**src/rtl/font_text_ctrl.sv**
```systemverilog
// font_text_ctrl
//   Character-cell text controller feeding font_mem_addr_gen. Holds a
//   TEXT_COLS x TEXT_ROWS glyph buffer that game logic fills through a
//   cursor plus valid/ready put-char port. For every VGA pixel it locates the
//   cell under (h_cnt>>1, v_cnt>>1) and presents, one cycle later, that
//   cell's origin and glyph code. It also sweeps the buffer to BLANK_CODE
//   after reset and whenever clr_req is pulsed.
//
// Ports
//   clk, rst              clock, asynchronous active-low reset
//   h_cnt, v_cnt          full-resolution VGA counters
//   wr_valid/wr_char      put-char request and glyph; wr_ready accepts it
//   set_valid/col/row     cursor load (ignored when out of range)
//   clr_req / clr_busy    start clear sweep / sweep in progress
//   pos_h_cnt/pos_v_cnt   origin of current cell (1-cycle latency)
//   alphabet              glyph of current cell (1-cycle latency)
//   active                current pixel lies inside the text window
module font_text_ctrl #(
  parameter int CNT_BITS_N      = 10,
  parameter int ALPHABET_BITS_N = 6,
  parameter int FONT_WIDTH_CNT  = 8,
  parameter int FONT_HEIGHT_CNT = 8,
  parameter int TEXT_COLS       = 16,
  parameter int TEXT_ROWS       = 4,
  parameter int ORIGIN_H        = 0,
  parameter int ORIGIN_V        = 0,
  parameter int BLANK_CODE      = 0
) (
  input  logic                         clk,
  input  logic                         rst,
  input  logic [CNT_BITS_N-1:0]        h_cnt,
  input  logic [CNT_BITS_N-1:0]        v_cnt,
  input  logic                         wr_valid,
  input  logic [ALPHABET_BITS_N-1:0]   wr_char,
  output logic                         wr_ready,
  input  logic                         set_valid,
  input  logic [$clog2(TEXT_COLS)-1:0] set_col,
  input  logic [$clog2(TEXT_ROWS)-1:0] set_row,
  input  logic                         clr_req,
  output logic                         clr_busy,
  output logic [CNT_BITS_N-1:0]        pos_h_cnt,
  output logic [CNT_BITS_N-1:0]        pos_v_cnt,
  output logic [ALPHABET_BITS_N-1:0]   alphabet,
  output logic                         active
);

  localparam int COL_W   = $clog2(TEXT_COLS);
  localparam int ROW_W   = $clog2(TEXT_ROWS);
  localparam int N_CELLS = TEXT_COLS * TEXT_ROWS;
  localparam int IDX_W   = $clog2(N_CELLS);

  localparam logic [CNT_BITS_N-1:0] H_LO   = CNT_BITS_N'(ORIGIN_H);
  localparam logic [CNT_BITS_N-1:0] V_LO   = CNT_BITS_N'(ORIGIN_V);
  localparam logic [CNT_BITS_N-1:0] H_SPAN = CNT_BITS_N'(TEXT_COLS * FONT_WIDTH_CNT);
  localparam logic [CNT_BITS_N-1:0] V_SPAN = CNT_BITS_N'(TEXT_ROWS * FONT_HEIGHT_CNT);
  localparam logic [CNT_BITS_N-1:0] FW     = CNT_BITS_N'(FONT_WIDTH_CNT);
  localparam logic [CNT_BITS_N-1:0] FH     = CNT_BITS_N'(FONT_HEIGHT_CNT);
  localparam logic [ALPHABET_BITS_N-1:0] BLANK = ALPHABET_BITS_N'(BLANK_CODE);

  localparam logic [0:0] ST_IDLE  = 1'b0;
  localparam logic [0:0] ST_CLEAR = 1'b1;

  // Glyph buffer, cell index = row*TEXT_COLS + col
  logic [ALPHABET_BITS_N-1:0] buf_mem [N_CELLS];

  logic [0:0]                 state_q,    state_d;
  logic [IDX_W-1:0]           clr_idx_q,  clr_idx_d;
  logic [COL_W-1:0]           cur_col_q,  cur_col_d;
  logic [ROW_W-1:0]           cur_row_q,  cur_row_d;
  logic [CNT_BITS_N-1:0]      pos_h_q,    pos_h_d;
  logic [CNT_BITS_N-1:0]      pos_v_q,    pos_v_d;
  logic [ALPHABET_BITS_N-1:0] alphabet_q, alphabet_d;
  logic                       active_q,   active_d;

  logic                       wr_fire;
  logic                       set_ok;
  logic                       mem_we;
  logic [IDX_W-1:0]           mem_waddr;
  logic [ALPHABET_BITS_N-1:0] mem_wdata;

  // ---------------- control: clear sweep, cursor, buffer writes ----------
  assign wr_ready = (state_q == ST_IDLE) & ~clr_req & ~set_valid;
  assign wr_fire  = wr_valid & wr_ready;
  assign clr_busy = (state_q == ST_CLEAR);
  assign set_ok   = (32'(set_col) < TEXT_COLS) && (32'(set_row) < TEXT_ROWS);

  always_comb begin
    state_d   = state_q;
    clr_idx_d = clr_idx_q;
    cur_col_d = cur_col_q;
    cur_row_d = cur_row_q;
    mem_we    = 1'b0;
    mem_waddr = IDX_W'(cur_row_q) * IDX_W'(TEXT_COLS) + IDX_W'(cur_col_q);
    mem_wdata = wr_char;

    if (state_q == ST_CLEAR) begin
      // The current cell is blanked even if a restart is requested this cycle
      mem_we    = 1'b1;
      mem_waddr = clr_idx_q;
      mem_wdata = BLANK;
    end else if (wr_fire) begin
      mem_we = 1'b1;
    end

    if (clr_req) begin
      state_d   = ST_CLEAR;
      clr_idx_d = '0;
    end else if (state_q == ST_CLEAR) begin
      if (clr_idx_q == IDX_W'(N_CELLS - 1)) begin
        state_d   = ST_IDLE;
        clr_idx_d = '0;
        cur_col_d = '0;
        cur_row_d = '0;
      end else begin
        clr_idx_d = clr_idx_q + IDX_W'(1);
      end
    end else if (set_valid) begin
      if (set_ok) begin
        cur_col_d = set_col;
        cur_row_d = set_row;
      end
    end else if (wr_valid) begin
      if (cur_col_q == COL_W'(TEXT_COLS - 1)) begin
        cur_col_d = '0;
        cur_row_d = (cur_row_q == ROW_W'(TEXT_ROWS - 1)) ? '0 : cur_row_q + ROW_W'(1);
      end else begin
        cur_col_d = cur_col_q + COL_W'(1);
      end
    end
  end

  always_ff @(posedge clk) begin
    if (mem_we) begin
      buf_mem[mem_waddr] <= mem_wdata;
    end
  end

  // ---------------- read path: pixel -> cell lookup ----------------------
  logic [CNT_BITS_N-1:0] hh, vv, dh, dv;
  logic [CNT_BITS_N:0]   dh_ext, dv_ext;
  logic                  in_win;
  logic [COL_W-1:0]      rd_col;
  logic [ROW_W-1:0]      rd_row;
  logic [IDX_W-1:0]      rd_idx;

  always_comb begin
    hh = h_cnt >> 1;
    vv = v_cnt >> 1;
    // One extra bit catches pixels left of / above the window origin
    dh_ext = {1'b0, hh} - {1'b0, H_LO};
    dv_ext = {1'b0, vv} - {1'b0, V_LO};
    dh     = dh_ext[CNT_BITS_N-1:0];
    dv     = dv_ext[CNT_BITS_N-1:0];
    in_win = ~dh_ext[CNT_BITS_N] & ~dv_ext[CNT_BITS_N] & (dh < H_SPAN) & (dv < V_SPAN);
    rd_col = COL_W'(dh / FW);
    rd_row = ROW_W'(dv / FH);
    rd_idx = IDX_W'(rd_row) * IDX_W'(TEXT_COLS) + IDX_W'(rd_col);

    pos_h_d    = '0;
    pos_v_d    = '0;
    alphabet_d = BLANK;
    active_d   = 1'b0;
    if (in_win) begin
      pos_h_d    = H_LO + (dh / FW) * FW;
      pos_v_d    = V_LO + (dv / FH) * FH;
      alphabet_d = buf_mem[rd_idx];  // old contents if written this same cycle
      active_d   = 1'b1;
    end
  end

  always_ff @(posedge clk or negedge rst) begin
    if (!rst) begin
      state_q    <= ST_CLEAR;
      clr_idx_q  <= '0;
      cur_col_q  <= '0;
      cur_row_q  <= '0;
      pos_h_q    <= '0;
      pos_v_q    <= '0;
      alphabet_q <= BLANK;
      active_q   <= 1'b0;
    end else begin
      state_q    <= state_d;
      clr_idx_q  <= clr_idx_d;
      cur_col_q  <= cur_col_d;
      cur_row_q  <= cur_row_d;
      pos_h_q    <= pos_h_d;
      pos_v_q    <= pos_v_d;
      alphabet_q <= alphabet_d;
      active_q   <= active_d;
    end
  end

  assign pos_h_cnt = pos_h_q;
  assign pos_v_cnt = pos_v_q;
  assign alphabet  = alphabet_q;
  assign active    = active_q;

endmodule

```
**config.mk**
```make
export PLATFORM = sky130hd
export DESIGN_NAME = font_text_ctrl
export DESIGN_NICKNAME = d
export VERILOG_FILES = /design/src/rtl/font_text_ctrl.sv
export SDC_FILE = /design/constraint.sdc
export NUM_CORES = 1
export LEC_CHECK = 0
export ABC_AREA = 1
export BUFFER_PORTS_ARGS = -buffer_cell sky130_fd_sc_hd__buf_2
export CORE_MARGIN = 2
export CORE_UTILIZATION = 25
export DETAILED_ROUTE_END_ITERATION = 10
export MAX_ROUTING_LAYER = met4
export PLACE_DENSITY = 0.39
export SLEW_MARGIN = 20
export SYNTH_ARGS = -nofsm -noshare
export SYNTH_HDL_FRONTEND = slang
export SYNTH_SLANG_ARGS = --single-unit
```
**constraint.sdc**
```tcl
create_clock -name clk -period 3.1 [get_ports clk]
set_input_delay 0.62 -clock clk [delete_from_list [all_inputs] [get_ports clk]]
set_output_delay 0.62 -clock clk [all_outputs]
set_load 0.05 [all_outputs]
```
# Word level (Yosys, flattened, before mapping)
# Memory sizes are Yosys's and may differ from the RTL's.
# Index checks and enable logic that the tools add are counted.
[totals] regBits=40 ramBits=384 out_inout_bits=29 memories=1
[op_classes] add_sub_neg=5 magnitude_cmp=2 n_eq_ne=4 mux=27 n_bitwise=7 reduce_logical=5
[mem_list] memory="buf_mem" depth=64 width=6 read_ports=1 rd_ports_with_merged_regs=0 wr=1 line="64" text="logic [ALPHABET_BITS_N-1:0] buf_mem [N_CELLS];"
[op_table] operator="$mux W6" n=6
[op_table] operator="$mux W4" n=5
[op_table] operator="$mux W9" n=2
[op_table] operator="$add A6 B4 Y6" n=2
[op_table] operator="$mux W2" n=6
[op_table] operator="$lt A9 B6 Y1 const B" n=1
[op_table] operator="$lt A9 B8 Y1 const B" n=1
[op_table] operator="$mux W1" n=8
[op_table] operator="$add A6 B1 Y6 const B" n=1
[op_table] operator="$eq A6 B6 Y1 const B" n=1
[op_table] operator="$reduce_bool A3 Y1" n=2
[op_table] operator="$add A4 B1 Y4 const B" n=1
[op_table] operator="$and A1 B1 Y1" n=4
[op_table] operator="$eq A4 B4 Y1 const B" n=1
[op_table] operator="$reduce_and A4 Y1" n=1
[op_table] operator="$not A1 Y1" n=3
[op_table] operator="$reduce_and A3 Y1" n=1
[op_table] operator="$add A2 B1 Y2 const B" n=1
[op_table] operator="$eq A2 B2 Y1 const B" n=1
[op_table] operator="$ne A2 B1 Y1 const B" n=1
[op_table] operator="$reduce_bool A2 Y1" n=1

# Depth between registers and ports, before layout
# Gate-level depths: netlist of run 1.
[depth] depth_word=8 mapped_depth=11

# Worst setup path after synthesis of run 1
# Ideal clock, no wire load.
[synth_path] path_type="reg2reg" start="register state_q (netlist: clr_busy)" end="memory buf_mem[0][0], data pin" setup_ps=502 t_arrival_ps=2204 required_ps=2598 slack_ps=393 stages_incl_launch_ff=3 path_buffers=1 path_cell_list="dfstp_2 > buf_2 > nor2_1"
[synth_between] elab_chain_len=1
[synth_rtl] item="from (decl)" line="66" text="logic [0:0] state_q, state_d;"
[synth_rtl] item="from (signal assigned)" line="182" text="state_q <= state_d;"
[synth_rtl] item="$mux W6" line="96" text="if (state_q == ST_CLEAR) begin"
[synth_rtl] item="via mem_wdata[0]" line="79" text="logic [ALPHABET_BITS_N-1:0] mem_wdata;"
[synth_rtl] item="to (decl)" line="64"
# The timed path passes the listed nets, and every way through them passes these cells.

# Final worst setup path of run 1
[layout_path] start="register state_q (netlist: clr_busy)" end="memory buf_mem[33][2] (enable)"
[layout_between] elab_chain_len=8 word_cells_on_any_way=9
[layout_rtl] item="$not A1 Y1" line="82" text="assign wr_ready = (state_q == ST_IDLE) & ~clr_req & ~set_valid;"
[layout_rtl] item="$and A1 B1 Y1 (2 in series)" line="82"
[layout_rtl] item="$and A1 B1 Y1" line="83" text="assign wr_fire = wr_valid & wr_ready;"
[layout_rtl] item="$mux W1" line="101" text="end else if (wr_fire) begin"
[layout_rtl] item="$mux W1" line="96"
[layout_rtl] item="$mux W1" line="133" text="if (mem_we) begin"
[layout_rtl] item="$mux W1 (implied by the code)" line="134" text="buf_mem[mem_waddr] <= mem_wdata;"
# Parallel ways exist; a longest one is shown, timed or not.

==> results of run 1 <==
-- kinds of logic (layout without fill, tap and decap cells) --
kind of cell	count (synthesis)	count (layout)	share of synthesized area
buffers and inverters	126	236	0.03768
AND/OR/NAND/NOR	944	944	0.2376
other	1	14	0.0002155
XOR/XNOR	3	3	0.001510
flip-flops	416	416	0.7087
AO/OA/AOI/OAI	32	32	0.01287
adder cells (fa/ha/maj)	2	2	0.001438
-- worst max-delay path: cells and delay by family (launching register included) --
| family | cells | cell delay [ns] |
|---|---|---|
| simple gates | 6 | 1.48 |
| buf+inv | 2 | 0.30 |
| flops | 1 | 0.46 |
-- flip-flops by register name, indices dropped and copies added, names as in the netlist --
name and cells:
cur_row_q 2, buf_mem 384, pos_h_cnt 6, cur_col_q 4, alphabet 6, clr_idx_q 6, pos_v_cnt 6, active 1
clr_busy 1
-- synth_stat cells --
cell	n
buf_4	29
o22ai_1	4
nand2_1	501
a21oi_2	2
xnor2_1	1
o221ai_1	1
inv_1	24
inv_2	10
edfxtp_1	384
buf_1	5
clkinv_1	1
nand2_4	1
nor2_2	5
a22oi_1	1
ha_1	2
clkbuf_1	13
dfrtp_1	31
nand3_1	331
nand4_2	1
nor4_1	1
conb_1	1
o21ai_2	3
nand4_4	7
o21ai_0	5
nand3_2	1
dfstp_2	1
nor3_1	1
buf_2	41
o21ai_4	1
buf_6	3
or2_2	2
o21ai_1	1
nand2_2	4
o31ai_1	2
xor2_1	2
nor2_1	89
a21oi_4	1
o21a_1	1
a21oi_1	9
o32ai_1	1
-- power breakdown --
part	internal, mW	total (mW)	leakage, nW	switching (mW)
Sequential	6.09	6.10	3.98	0.0130
Combinational	0.193	0.709	2.88	0.517
Clock	3.09	5.35	0.699	2.26
-- final timing paths --
check / from / to / cells past startpoint
hold / removal: rst / cur_row_q[0] / 1
min in group clk: v_cnt[6] / active / 2
setup reg to reg: clr_busy / buf_mem[33][2] / 8
max in group asynchronous: rst / alphabet[4] / 1
setup / recovery: clr_busy / buf_mem[33][2] / 8
hold reg to reg: clr_idx_q[4] / clr_idx_q[4] / 1
-- per-stage QoR --
step	hold slack [ns]	cells	setup WS [ns]	cell area [um^2]
after detailed placement	0.4942	2490	0.3852	19050
after global placement	0.4835	2490	0.4293	19050
after floorplan	0.3244	1537	0.3934	17450
final	0.1316	2578	0.4840	20510
after CTS	0.1515	2578	0.4307	20510
after global routing	0.1857	2578	0.3360	20510
-- metal layers --
metal | track usage | vias to the layer above | share of wire
met5 | - | - | 0
met4 | 0.03926 | 0 | 0.020
met3 | 0.01704 | 58 | 0.029
met2 | 0.2183 | 166 | 0.46
met1 | 0.1973 | 5567 | 0.49
li1 | - | 5460 | -
-- final cells by class --
type                            instances  area (um^2)  share of cell area
Sequential cell                       416        12330              0.6014
Multi-Input combinational cell        995         4507              0.2198
Clock buffer                           68         1308             0.06375
Tap cell                              931         1165             0.05680
Timing Repair Buffer                  113        909.6             0.04435
Clock inverter                         20        148.9            0.007260
Inverter                               35        137.6            0.006711
==> flow_metrics.py, run 1 <==
metrics = {
    "yosys": {
        "ys_ff_latch": 416,
        "ys_seq_area_frac": 0.7087,
        "netlist_instances": 1524,
        "synth.yosys.warnings": 0,
        "yosys.area.top_type": "edfxtp_1",
        "synth_area_leaders": "edfxtp_1 66%, nand2_1 11%, nand3_1 9.5%, dfrtp_1 4.5%, nor2_1 1.9%",
        "avgSynthCellArea_um2": 11.42,
        "syn_area_um2": 17400,
        "synth_top_area_frac": 0.6626,
        "synth_cell_types": 40,
    },
    "cts": {
        "cts-resized-gates": 0,
        "clock_latency_ns": 0.59,
        "post_cts_buffers": 0,
        "cts_max_level": 2,
        "cts_buffers": 49,
        "cts.sinks": 416,
        "clockBufferDepth": 3,
        "cts-hold-fix-buffers": 0,
        "cts_tree": "done",
        "path_clk_slew_ns": 0.06,
        "root_buffer": "clkbuf_16",
    },
    "routing": {
        "drt-total-wl_um": 48650,
        "drc": 0,
        "wire_per_inst_um": 18.87,
        "ant_nets": 0,
        "drt-pass1-iter-count": 5,
        "drtIter0Drc": 845,
        "vias": 11251,
        "viasPerCell": 4.364,
    },
    "setup_path": {
        "worstPathRequired_ns": 3.33,
        "cp-end-kind": "flop",
        "crit_top_cell": "nor2_2",
        "cpPeakStageDelay_ns": 0.58,
        "path_class": "reg -> reg",
        "slowest_stage": "nor2_1",
        "worstPathArrival_ns": 2.84,
        "startpoint_type": "flop",
        "r2r_setup_slack_ns": 0.48,
        "path_max_fanout": 12,
        "crit_path_cell_trace": "buf_4, nor2_2, inv_2, nor2_2, nand2_1, nand2_4, nand4_4, nor2_1",
    },
    "job": {
        "maxCapViolCount": 0,
    },
    "die": {
        "die_area_um2": 71730,
        "die_y_um": 267.8,
        "initial_utilization": 0.2533,
        "core_area_um2": 68710,
        "rows": 96,
        "io_pins": 66,
        "die_w_um": 267.8,
    },
    "placed_design": {
        "io_buffers": 49,
        "place.detailed.hpwl_um": 29950,
        "place_congestion": 0.7881,
    },
    "timing": {
        "min_period_ns": 2.616,
        "tightest_slew_ns": 0.8378,
        "fmax_mhz": 382.3,
        "skew_ns": 0.02224,
        "setup_viol": 0,
        "slew_headroom": 0.4415,
        "slew_violations": 0,
        "fin_crit_sh": 0.8439,
        "rsz0062_at_grt": "no",
        "hold_viol_final": 0,
        "setup-tns-final_ns": 0,
    },
    "global_routing": {
        "grt_max_degree": 97,
        "overflow": 0,
        "grt_pass1_wl_um": 73430,
        "grt_usage": 0.1418,
        "grt_pass1_vias": 11180,
        "antenna_found_initial": 2,
    },
    "finish": {
        "layout_common_cells": "501 x nand2_1, 384 x edfxtp_1, 331 x nand3_1, 83 x nor2_1, 51 x buf_4",
        "nFillCells": 7130,
        "drive_gt1_frac": 0.1318,
        "utilization": 0.2985,
        "area_growth_pct": 17.85,
        "n_antenna_cell": 0,
        "final_common_cell": "nand2_1",
        "nets": 1649,
    },
    "power_and_ir_drop": {
        "p_leak_nw": 7.564,
        "pwr_density_cell_nw_per_um2": 592.9,
        "power_mw": 12.16,
        "peakVddDrop_uv": 330.5,
    },
    "min_path": {
        "holdCritPathClass": "in -> async",
    },
    "run_status": {
        "status": "completed",
    },
}
Note: power is estimated with default switching activity, not from simulation.
==> run 2, diff against run 1 <==
--- a/config.mk
+++ b/config.mk
@@ -11,7 +11,7 @@
 export CORE_UTILIZATION = 25
 export DETAILED_ROUTE_END_ITERATION = 10
 export MAX_ROUTING_LAYER = met4
-export PLACE_DENSITY = 0.39
+export PLACE_DENSITY = 0.4
 export SLEW_MARGIN = 20
 export SYNTH_ARGS = -nofsm -noshare
 export SYNTH_HDL_FRONTEND = slang
==> constraint.sdc (replaced) <==
create_clock -name clk -period 2.35 [get_ports clk]
set_input_delay 0.47 -clock clk [delete_from_list [all_inputs] [get_ports clk]]
set_output_delay 0.47 -clock clk [all_outputs]
set_load 0.05 [all_outputs]
==> run 2 against run 1 <==
Combinational power rose by 45%. Global-route usage barely moved. Maximum frequency grew 14%. Via count increased by 1.8%. Critical path type unchanged. Critical endpoint is now buf_mem[61][2]. Largest power group unchanged.
==> flow_metrics.py, run 2 (synthesis gave the netlist of run 1 again) <==
metrics = {
    "routing": {
        "drt-total-wl_um": 48860,
        "vias": 11454,
        "drtIter0Drc": 748,
        "viasPerCell": 4.321,
        "wire_per_inst_um": 18.43,
        "drc": 0,
        "drt-pass1-iter-count": 5,
        "ant_nets": 0,
    },
    "run_status": {
        "status": "completed",
    },
    "timing": {
        "min_period_ns": 2.285,
        "tightest_slew_ns": 0.8376,
        "holdWs_ns": 0.06243,
        "skew_ns": 0.02081,
        "rsz0062_at_grt": "yes",
        "fmax_mhz": 437.6,
        "setup_viol": 0,
        "fin_crit_sh": 0.9723,
        "slew_violations": 0,
        "slew_headroom": 0.4416,
        "hold_viol_final": 0,
    },
    "power_and_ir_drop": {
        "p_leak_nw": 7.970,
        "peakVddDrop_uv": 374.2,
        "pwr_density_cell_nw_per_um2": 744.4,
        "power_mw": 15.77,
    },
    "setup_path": {
        "path_max_fanout": 8,
        "cp_top_family": "buffers and inverters",
        "crit_top_cell": "buf_4",
        "path_class": "reg -> reg",
        "path_buf_inv": 4,
        "cpPeakStageDelay_ns": 0.60,
        "cp.depth": 8,
        "r2r_end": "buf_mem[61][2]",
        "crit_path_cell_trace": "buf_4, buf_4, nand2_1, o21ai_4, buf_4, nand4_4, nor2_1, buf_4",
        "startpoint_type": "flop",
        "slowest_stage": "dfstp_2",
        "endpoint": "buf_mem[61][2]",
        "cp-end-kind": "flop",
        "r2r_setup_slack_ns": 0.07,
        "reg2reg_from": "clr_busy",
        "startpoint": "clr_busy",
        "worstPathArrival_ns": 2.56,
        "reg2regPathDepth": 8,
        "worstPathRequired_ns": 2.62,
    },
    "finish": {
        "final_common_cell": "nand2_1",
        "layout_common_cells": "501 x nand2_1, 384 x edfxtp_1, 331 x nand3_1, 113 x buf_4, 78 x nor2_1",
        "largest_reg_flops": 384,
        "final_cells": 2651,
        "utilization": 0.3084,
        "drive_gt1_frac": 0.1735,
        "area_growth_pct": 21.76,
        "nets": 1721,
        "top_register": "buf_mem",
        "nFillCells": 7049,
        "final_area_um2": 21190,
    },
    "job": {
        "maxCapViolCount": 0,
    },
    "die": {
        "die_area_um2": 71730,
        "die_y_um": 267.8,
        "rows": 96,
        "initial_utilization": 0.2533,
        "core_area_um2": 68710,
        "die_w_um": 267.8,
        "io_pins": 66,
    },
    "cts": {
        "root_buffer": "clkbuf_16",
        "clock_latency_ns": 0.58,
        "clockBufferDepth": 3,
        "cts_max_level": 2,
        "path_clk_slew_ns": 0.06,
        "cts_buffers": 46,
        "cts_tree": "done",
        "cts.sinks": 416,
    },
    "placed_design": {
        "io_buffers": 49,
        "post_dp_cell_area_um2": 19760,
        "place.detailed.hpwl_um": 30130,
        "place_congestion": 0.7740,
        "place_inst": 2562,
    },
    "global_routing": {
        "grt_pass1_vias": 11607,
        "overflow": 0,
        "grt_usage": 0.1416,
        "grt_max_degree": 65,
        "grt_pass1_wl_um": 72770,
        "antenna_found_initial": 3,
    },
    "min_path": {
        "holdCritPathClass": "in -> reg",
    },
}
-- run 2: cell type report --
class                      count  area (um^2)  area share
sequential                   416        12330      0.5820
multi-input combinational    995         4533      0.2139
inverter                      35        137.6    0.006495
clock buffer                  62         1242     0.05864
clock inverter                22        132.6    0.006259
timing repair buffer         188         1640     0.07741
tap                          931         1165     0.05497
antenna                        2        5.005   0.0002362
-- run 2: report_power, final --
| group | switching [mW] | total (mW) | internal (mW) |
|---|---|---|---|
| Clock | 2.89 | 6.70 | 3.81 |
| Combinational | 0.698 | 1.03 | 0.334 |
| Sequential | 0.0173 | 8.04 | 8.03 |
-- run 2: stage by stage --
stage | setup WS (ns) | setup TNS [ns]
2_1_floorplan | -0.3566 | -136.92
3_3_place_gp | -0.07885 | -2.518
3_5_place_dp | -0.1557 | -5.683
4_1_cts | 0.06521 | 0
5_1_grt | -0.01334 | -0.1300
6_report | 0.06507 | 0
-- run 2: how the worst min path moves through the flow --
stage | to | slack, ns | cells after the start | start
floorplan | active | 0.17 | 0 | rst
global placement | clr_idx_q[4] | 0.48 | 1 | clr_idx_q[4]
detailed placement | clr_idx_q[4] | 0.50 | 1 | clr_idx_q[4]
CTS | active | 0.02 | 2 | v_cnt[6]
global route | active | 0.05 | 2 | v_cnt[7]
finish | active | 0.06 | 2 | v_cnt[6]
-- run 2: metal layers --
layer  vias up  global-route usage  routed length [um]
li1       5610                   -                   -
met1      5592              0.1829               22150
met2       172              0.2304               23640
met3        80             0.02016                1799
met4         0             0.04439                1275
met5         -                   -                   0
-- run 2: what timing repair did --
item	CTS	global route
endpoints found under the hold margin	1	0
gates resized for setup	3	4
setup endpoints to repair	79	24
hold buffers	1	0
setup buffers	2	0
